<file path="config.mk">
export PLATFORM = sky130hd
export DESIGN_NAME = alu_arbiter
export DESIGN_NICKNAME = d
export VERILOG_FILES = /design/src/rtl/alu_arbiter.sv
export SDC_FILE = /design/constraint.sdc
export NUM_CORES = 1
export LEC_CHECK = 0
export CAP_MARGIN = 20
export CORE_MARGIN = 2
export CORE_UTILIZATION = 37
export CTS_BUF_LIST = sky130_fd_sc_hd__clkbuf_4 sky130_fd_sc_hd__clkbuf_8
export DETAILED_ROUTE_END_ITERATION = 7
export GPL_TIMING_DRIVEN = 0
export PLACE_DENSITY = 0.78
export SLEW_MARGIN = 20
export SYNTH_ARGS = -nofsm -noshare
export SYNTH_HDL_FRONTEND = slang
export SYNTH_SLANG_ARGS = --single-unit
</file>
<file path="constraint.sdc">
create_clock -name clk -period 8 [get_ports clk]
set_input_delay 1.6 -clock clk [delete_from_list [all_inputs] [get_ports clk]]
set_output_delay 1.6 -clock clk [all_outputs]
set_load 0.01 [all_outputs]
</file>
<file path="src/rtl/alu_arbiter.sv">
// alu_arbiter: round-robin sharing of one combinational 8-bit alu between NUM_REQ requesters.
// One transaction in flight: IDLE (grant) -> ISSUE (alu result sampled) -> RESP (held until taken).
// Illegal opcodes and divide-by-zero are screened here so the alu result is ignored for them.
module alu_arbiter #(
  parameter int unsigned NUM_REQ = 4,
  parameter int unsigned ID_W    = 2
) (
  input  logic                   clk,
  input  logic                   rst,
  input  logic [NUM_REQ-1:0]     req_valid,
  input  logic [4*NUM_REQ-1:0]   req_op,
  input  logic [8*NUM_REQ-1:0]   req_a,
  input  logic [8*NUM_REQ-1:0]   req_b,
  output logic [NUM_REQ-1:0]     req_ready,
  output logic                   resp_valid,
  input  logic                   resp_ready,
  output logic [ID_W-1:0]        resp_id,
  output logic [7:0]             resp_data,
  output logic                   resp_err,
  output logic                   busy,
  output logic [3:0]             alu_op,
  output logic [7:0]             alu_operand1,
  output logic [7:0]             alu_operand2,
  input  logic [7:0]             alu_out
);

  localparam int unsigned OP_W   = 4;
  localparam int unsigned DATA_W = 8;

  localparam logic [OP_W-1:0] OP_DIVU    = 4'd3;
  localparam logic [OP_W-1:0] OP_MOD     = 4'd4;
  localparam logic [OP_W-1:0] OP_DIV     = 4'd12;
  localparam logic [OP_W-1:0] OP_LEGAL_MAX = 4'd12;

  localparam logic [DATA_W-1:0] DATA_ILLEGAL = 8'h00;
  localparam logic [DATA_W-1:0] DATA_DIVZERO = 8'hFF;

  typedef enum logic [1:0] {
    ST_IDLE  = 2'd0,
    ST_ISSUE = 2'd1,
    ST_RESP  = 2'd2
  } state_t;

  state_t              r_state;
  logic [ID_W-1:0]     r_rr_ptr;
  logic                r_busy;
  logic                r_resp_valid;
  logic [ID_W-1:0]     r_resp_id;
  logic [DATA_W-1:0]   r_resp_data;
  logic                r_resp_err;
  logic [OP_W-1:0]     r_alu_op;
  logic [DATA_W-1:0]   r_alu_operand1;
  logic [DATA_W-1:0]   r_alu_operand2;

  logic                w_found;
  logic [ID_W-1:0]     w_grant;
  logic [ID_W-1:0]     w_ptr_nxt;
  logic [NUM_REQ-1:0]  w_req_ready;
  logic [OP_W-1:0]     w_op;
  logic [DATA_W-1:0]   w_a;
  logic [DATA_W-1:0]   w_b;
  logic [DATA_W-1:0]   w_data;
  logic                w_err;
  int unsigned         w_dist;
  int unsigned         w_best;

  // Round-robin pick: the valid requester closest at or after rr_ptr (modulo NUM_REQ) wins.
  always_comb begin
    w_found = 1'b0;
    w_grant = '0;
    w_dist  = 0;
    w_best  = NUM_REQ;
    for (int unsigned i = 0; i < NUM_REQ; i++) begin
      w_dist = (i + NUM_REQ - 32'(r_rr_ptr)) % NUM_REQ;
      if (req_valid[i] && (w_dist < w_best)) begin
        w_best  = w_dist;
        w_found = 1'b1;
        w_grant = ID_W'(i);
      end
    end
  end

  // Select the winner's payload and form its one-hot accept strobe.
  always_comb begin
    w_op        = '0;
    w_a         = '0;
    w_b         = '0;
    w_req_ready = '0;
    for (int unsigned i = 0; i < NUM_REQ; i++) begin
      if (w_found && (w_grant == ID_W'(i))) begin
        w_op           = req_op[4*i +: 4];
        w_a            = req_a[8*i +: 8];
        w_b            = req_b[8*i +: 8];
        w_req_ready[i] = 1'b1;
      end
    end
  end

  // Pointer moves one past the winner so the winner has lowest priority next time.
  always_comb begin
    w_ptr_nxt = ID_W'((32'(w_grant) + 32'd1) % NUM_REQ);
  end

  // Screen the issued operation; the alu output is only trusted for legal, non-zero-divisor ops.
  always_comb begin
    w_data = alu_out;
    w_err  = 1'b0;
    if (r_alu_op > OP_LEGAL_MAX) begin
      w_data = DATA_ILLEGAL;
      w_err  = 1'b1;
    end else if (((r_alu_op == OP_DIVU) || (r_alu_op == OP_MOD) || (r_alu_op == OP_DIV)) &&
                 (r_alu_operand2 == '0)) begin
      w_data = DATA_DIVZERO;
      w_err  = 1'b1;
    end
  end

  // Transaction FSM with all registered outputs; operand registers keep the last issued values.
  always_ff @(posedge clk or posedge rst) begin
    if (rst) begin
      r_state        <= ST_IDLE;
      r_rr_ptr       <= '0;
      r_busy         <= 1'b0;
      r_resp_valid   <= 1'b0;
      r_resp_id      <= '0;
      r_resp_data    <= '0;
      r_resp_err     <= 1'b0;
      r_alu_op       <= '0;
      r_alu_operand1 <= '0;
      r_alu_operand2 <= '0;
    end else begin
      case (r_state)
        ST_IDLE: begin
          if (w_found) begin
            r_alu_op       <= w_op;
            r_alu_operand1 <= w_a;
            r_alu_operand2 <= w_b;
            r_resp_id      <= w_grant;
            r_rr_ptr       <= w_ptr_nxt;
            r_busy         <= 1'b1;
            r_state        <= ST_ISSUE;
          end
        end
        ST_ISSUE: begin
          r_resp_data  <= w_data;
          r_resp_err   <= w_err;
          r_resp_valid <= 1'b1;
          r_state      <= ST_RESP;
        end
        ST_RESP: begin
          if (resp_ready) begin
            r_resp_valid <= 1'b0;
            r_busy       <= 1'b0;
            r_state      <= ST_IDLE;
          end
        end
        default: begin
          r_resp_valid <= 1'b0;
          r_busy       <= 1'b0;
          r_state      <= ST_IDLE;
        end
      endcase
    end
  end

  // Accept strobe exists only while idle; everything else comes straight from registers.
  assign req_ready    = (r_state == ST_IDLE) ? w_req_ready : '0;
  assign resp_valid   = r_resp_valid;
  assign resp_id      = r_resp_id;
  assign resp_data    = r_resp_data;
  assign resp_err     = r_resp_err;
  assign busy         = r_busy;
  assign alu_op       = r_alu_op;
  assign alu_operand1 = r_alu_operand1;
  assign alu_operand2 = r_alu_operand2;

endmodule
</file>
==> metrics.md <==
| Metric | Value |
|---|---|
| RSZ-0062 raised after global routing | `false` |
| Total Routed Length | `7050 um` |
| Worst R2R Path Depth | `21` |
| Yosys top cell area share | `between 40 and 50%` |
| Worst hold-check path type | `reg -> reg` |
| First-pass GRT wire length | `roughly 11000 um` |
| Initial Util | `approximately two fifths` |
| Drt initial violations | `67` |
| GR peak layer | `met2` |
| Worst-Margin Slew | `0.701 ns` |
| Clk pin slew, worst setup/hold paths | `0.07 ns` |
| Fillers | `around 520` |
| DP HPWL | `5560 um` |
| Largest stage delay, worst path | `0.60 ns` |
| H-tree level count | `2` |
| Critical path's top delay family | `buffers and inverters` |
| CP startpoint kind | `input pin` |
| Layout cells sized above 1 | `6.79%` |
| WP depth | `20` |
| CTS tree | `yes` |
| Met2 Use GR | `39.1%` |
| Final ANT Viol Nets | `0` |
| Multi-input logic area | `0.00126 mm2` |
| Post-layout util | `63.9%` |
| Total core area | `slightly below 0.006 mm2` |
| Die width | `82.7 um` |
| Area leader, netlist | `dfrtp_1` |
| FF-to-FF setup slack | `~3.6 ns` |
| Worst endpoint data arrival time | `5.95 ns` |
| CP endpoint | `req_ready[2]` |
| CP bufs+invs | `6` |
| Syn Nets | `344` |
| Critical path class | `in -> out` |
| Grt total ovfl | `0` |
| Slew HR | `53.3%` |
| Synth warn | `0` |
| DRC viols | `0` |
| Worst-path fanout max | `10` |
| Crit path time final | `7.55 ns` |
| Peak supply drop | `0.214 mV` |
| Setup TNS | `0 ns` |
| Hold Fails Final Rpt | `0` |
| Drt pass-1 iters | `4` |
| GRT met3 Usage | `approximately 6%` |
| Vias in the first global route | `2471` |
| Post-synth cell types | `36` |
| Final #Nets | `481` |
| Total CTS buffers | `5` |
| GRT Total Usage | `21.5%` |
| Worst-path cell chain | `clkdlybuf4s50_1, inv_1, mux2i_1, a21oi_1, ha_1, o21ai_4, a21oi_1, nand2b_1, nand2_1, o21ai_0, ha_1, nor2_1, o21ai_0, inv_1, a211oi_2, ha_1, clkbuf_2, clkbuf_2, and2_1, clkdlybuf4s50_1` |
| Clk buf depth | `2` |
| Post-Syn Instances | `245` |
| GRT met1 Usage | `24.5%` |
| Clock sink count | `37` |
| Most area-consuming cells after synthesis | `dfrtp_1 (40%), mux2i_1 (18%), a221oi_1 (6.5%)` |
| Register Area | `926 um2` |
| Die area | `0.00684 mm2` |
| Final setup fails | `0` |
| Leak pwr | `around 1.7 nW` |
| MaxCap Viol Count | `0` |
| Largest net degree at the start of global routing | `34` |
| Avg Vias per Cell | `5.22` |
| Most common cell on crit path | `ha_1` |
| Peak Freq | `132 MHz` |
| Routed len/inst | `15.4 um` |
| Routed vias | `2392` |
| # IOs | `132` |
| Die Span Y | `82.7 um` |
| Hold_ws | `0.484 ns` |
| R2r endpoint | `alu_op[3]` |
| Status | `finished, final reports clean` |
| CP max-delay cell | `clkdlybuf4s50_1` |
| Fin. max-slew vios | `0` |
| Root Buffer | `clkbuf_8` |
| Placer congestion estimate | `0.850` |
| FP Rows | `28` |
| # diodes | `0` |
| Syn_area_per_cell | `about 9.4 um2` |
| Critical Path RT | `6.40 ns` |
| Final Cycle Share | `94.4%` |
| Pwr/cell area | `412 mW/mm2` |
| Worst-Skew Late Latency | `0.28 ns` |
| Max Clock Skew | `0.00336 ns` |
| Post-Syn Area | `0.00229 mm2` |
| Worst R2R Start | `r_rr_ptr[1]` |
| P&R area growth vs syn | `65.9%` |
| Critical path startpoint | `req_valid[1]` |
| Initial antenna violation count | `0` |
| Worst Setup End Kind | `output pin` |
| #FFs+latches synth | `37` |
| Buffers on Ports | `130` |
| Register area share after synthesis | `40.4%` |
[worst min-delay path by stage]
stage	start	slack [ns]	depth (start not counted)	end
finish	resp_valid	0.48	1	resp_valid
global route	resp_valid	0.51	1	resp_valid
CTS	resp_valid	0.49	1	resp_valid
detailed placement	resp_valid	0.47	1	resp_valid
global placement	busy	0.46	1	busy
floorplan	resp_data[0]	0.52	2	resp_data[0]
[placed cells by master, fill, tap and decap left out, types with 4 or more instances in the layout]
cell               n
clkdlybuf4s50_1  130
mux2i_1           41
dfrtp_1           37
nor2_1            36
nand2_1           34
a221oi_1          17
o21ai_0           11
a21oi_1            7
clkbuf_1           6
inv_1              5
clkbuf_8           5
buf_6              4
ha_1               4
[per-layer routing]
layer	part of all wire, %	vias up	wire length, um
li1	-	1160	-
met1	39	1128	2770
met2	52	95	3650
met3	7.4	9	522
met4	1.5	0	103
met5	0	-	0
[power by group]
| group | leakage, nW | switching (mW) | internal [mW] | total (mW) |
|---|---|---|---|---|
| registers | 0.445 | 0.0735 | 0.287 | 0.361 |
| logic | 1.16 | 0.542 | 0.527 | 1.07 |
| clock network | 0.0498 | 0.0643 | 0.0721 | 0.136 |
[worst register-to-register path: stages, from the launching register on]
cell	delay (ns)
dfrtp_1	0.44
nand2b_1	0.19
nor3b_1	0.20
a21oi_1	0.10
ha_1	0.33
o21ai_4	0.08
a21oi_1	0.08
nand2b_1	0.21
nand2_1	0.10
o21ai_0	0.09
ha_1	0.29
nor2_1	0.05
o21ai_0	0.14
inv_1	0.09
nor2_1	0.26
and2_1	0.19
ha_1	0.43
nor2_1	0.09
o2111a_1	0.17
clkbuf_1	0.24
a222oi_1	0.44
mux2i_1	0.12
[Yosys cell counts]
cell,instances
mux2i_1,41
dfrtp_1,37
nor2_1,36
nand2_1,34
a221oi_1,17
o21ai_0,11
clkbuf_1,10
a21oi_1,7
inv_1,6
buf_6,4
ha_1,4
a222oi_1,3
and2_1,3
nand2b_1,3
nor3_1,3
nor4_1,3
buf_2,2
nand3_1,2
nor2b_1,2
a211oi_1,1
a21o_1,1
a311oi_2,1
a31oi_1,1
mux2_2,1
nand3_2,1
nand3b_2,1
nor3_4,1
nor3b_1,1
o2111a_1,1
o2111ai_1,1
o211ai_1,1
o21a_1,1
o21ai_1,1
o21ai_4,1
o22a_1,1
xnor2_1,1
[kinds of logic (layout without fill, tap and decap cells)]
| group | Yosys count | count (layout) | share of synthesized area [%] |
|---|---|---|---|
| muxes | 42 | 42 | 18.4 |
| DFF | 37 | 37 | 40.4 |
| xor gates and xnor gates | 1 | 1 | 0.382 |
| adders and majority gates | 4 | 4 | 2.18 |
| and+or+nand+nor | 90 | 90 | 17.5 |
| buffers and inverters | 22 | 160 | 5.02 |
| AOI/OAI and AO/OA | 49 | 49 | 16.1 |
[through the flow]
stage / power (mW) / area (um2) / cells / setup WS [ns]
after floorplan: 1.02 / 2290 / 245 / 1.76
after global placement: 1.40 / 3690 / 450 / 0.135
after detailed placement: 1.43 / 3710 / 451 / 0.0362
after CTS: 1.57 / 3800 / 459 / 0.103
after global routing: 1.70 / 3800 / 458 / 0.0457
final: 1.57 / 3800 / 458 / 0.451
[layout make-up]
| cell class | instances | area share, % |
|---|---|---|
| tap | 75 | 2.47 |
| timing repair buffer | 131 | 34.7 |
| sequential | 37 | 24.3 |
| clock buffer | 8 | 2.40 |
| buffer | 15 | 2.43 |
| inverter | 6 | 0.592 |
| multi-input combinational | 186 | 33.0 |
[registers in the layout, summed over array words and instances (netlist names)]
| register | count |
|---|---|
| r_rr_ptr | 2 |
| busy | 1 |
| alu_operand2 | 8 |
| alu_operand1 | 8 |
| resp_id | 2 |
| resp_err | 1 |
| r_state | 2 |
| alu_op | 4 |
| resp_valid | 1 |
| resp_data | 8 |
[timing repair]
| item | 4_1_cts | 5_1_grt |
|---|---|---|
| pin swaps | 0 | 0 |
| hold buffers | 0 | 0 |
| setup buffers | 0 | 0 |
| gates resized for setup | 1 | 5 |
| endpoints found under the setup margin | 1 | 2 |
No activity file was read; power rests on OpenSTA's default activity.
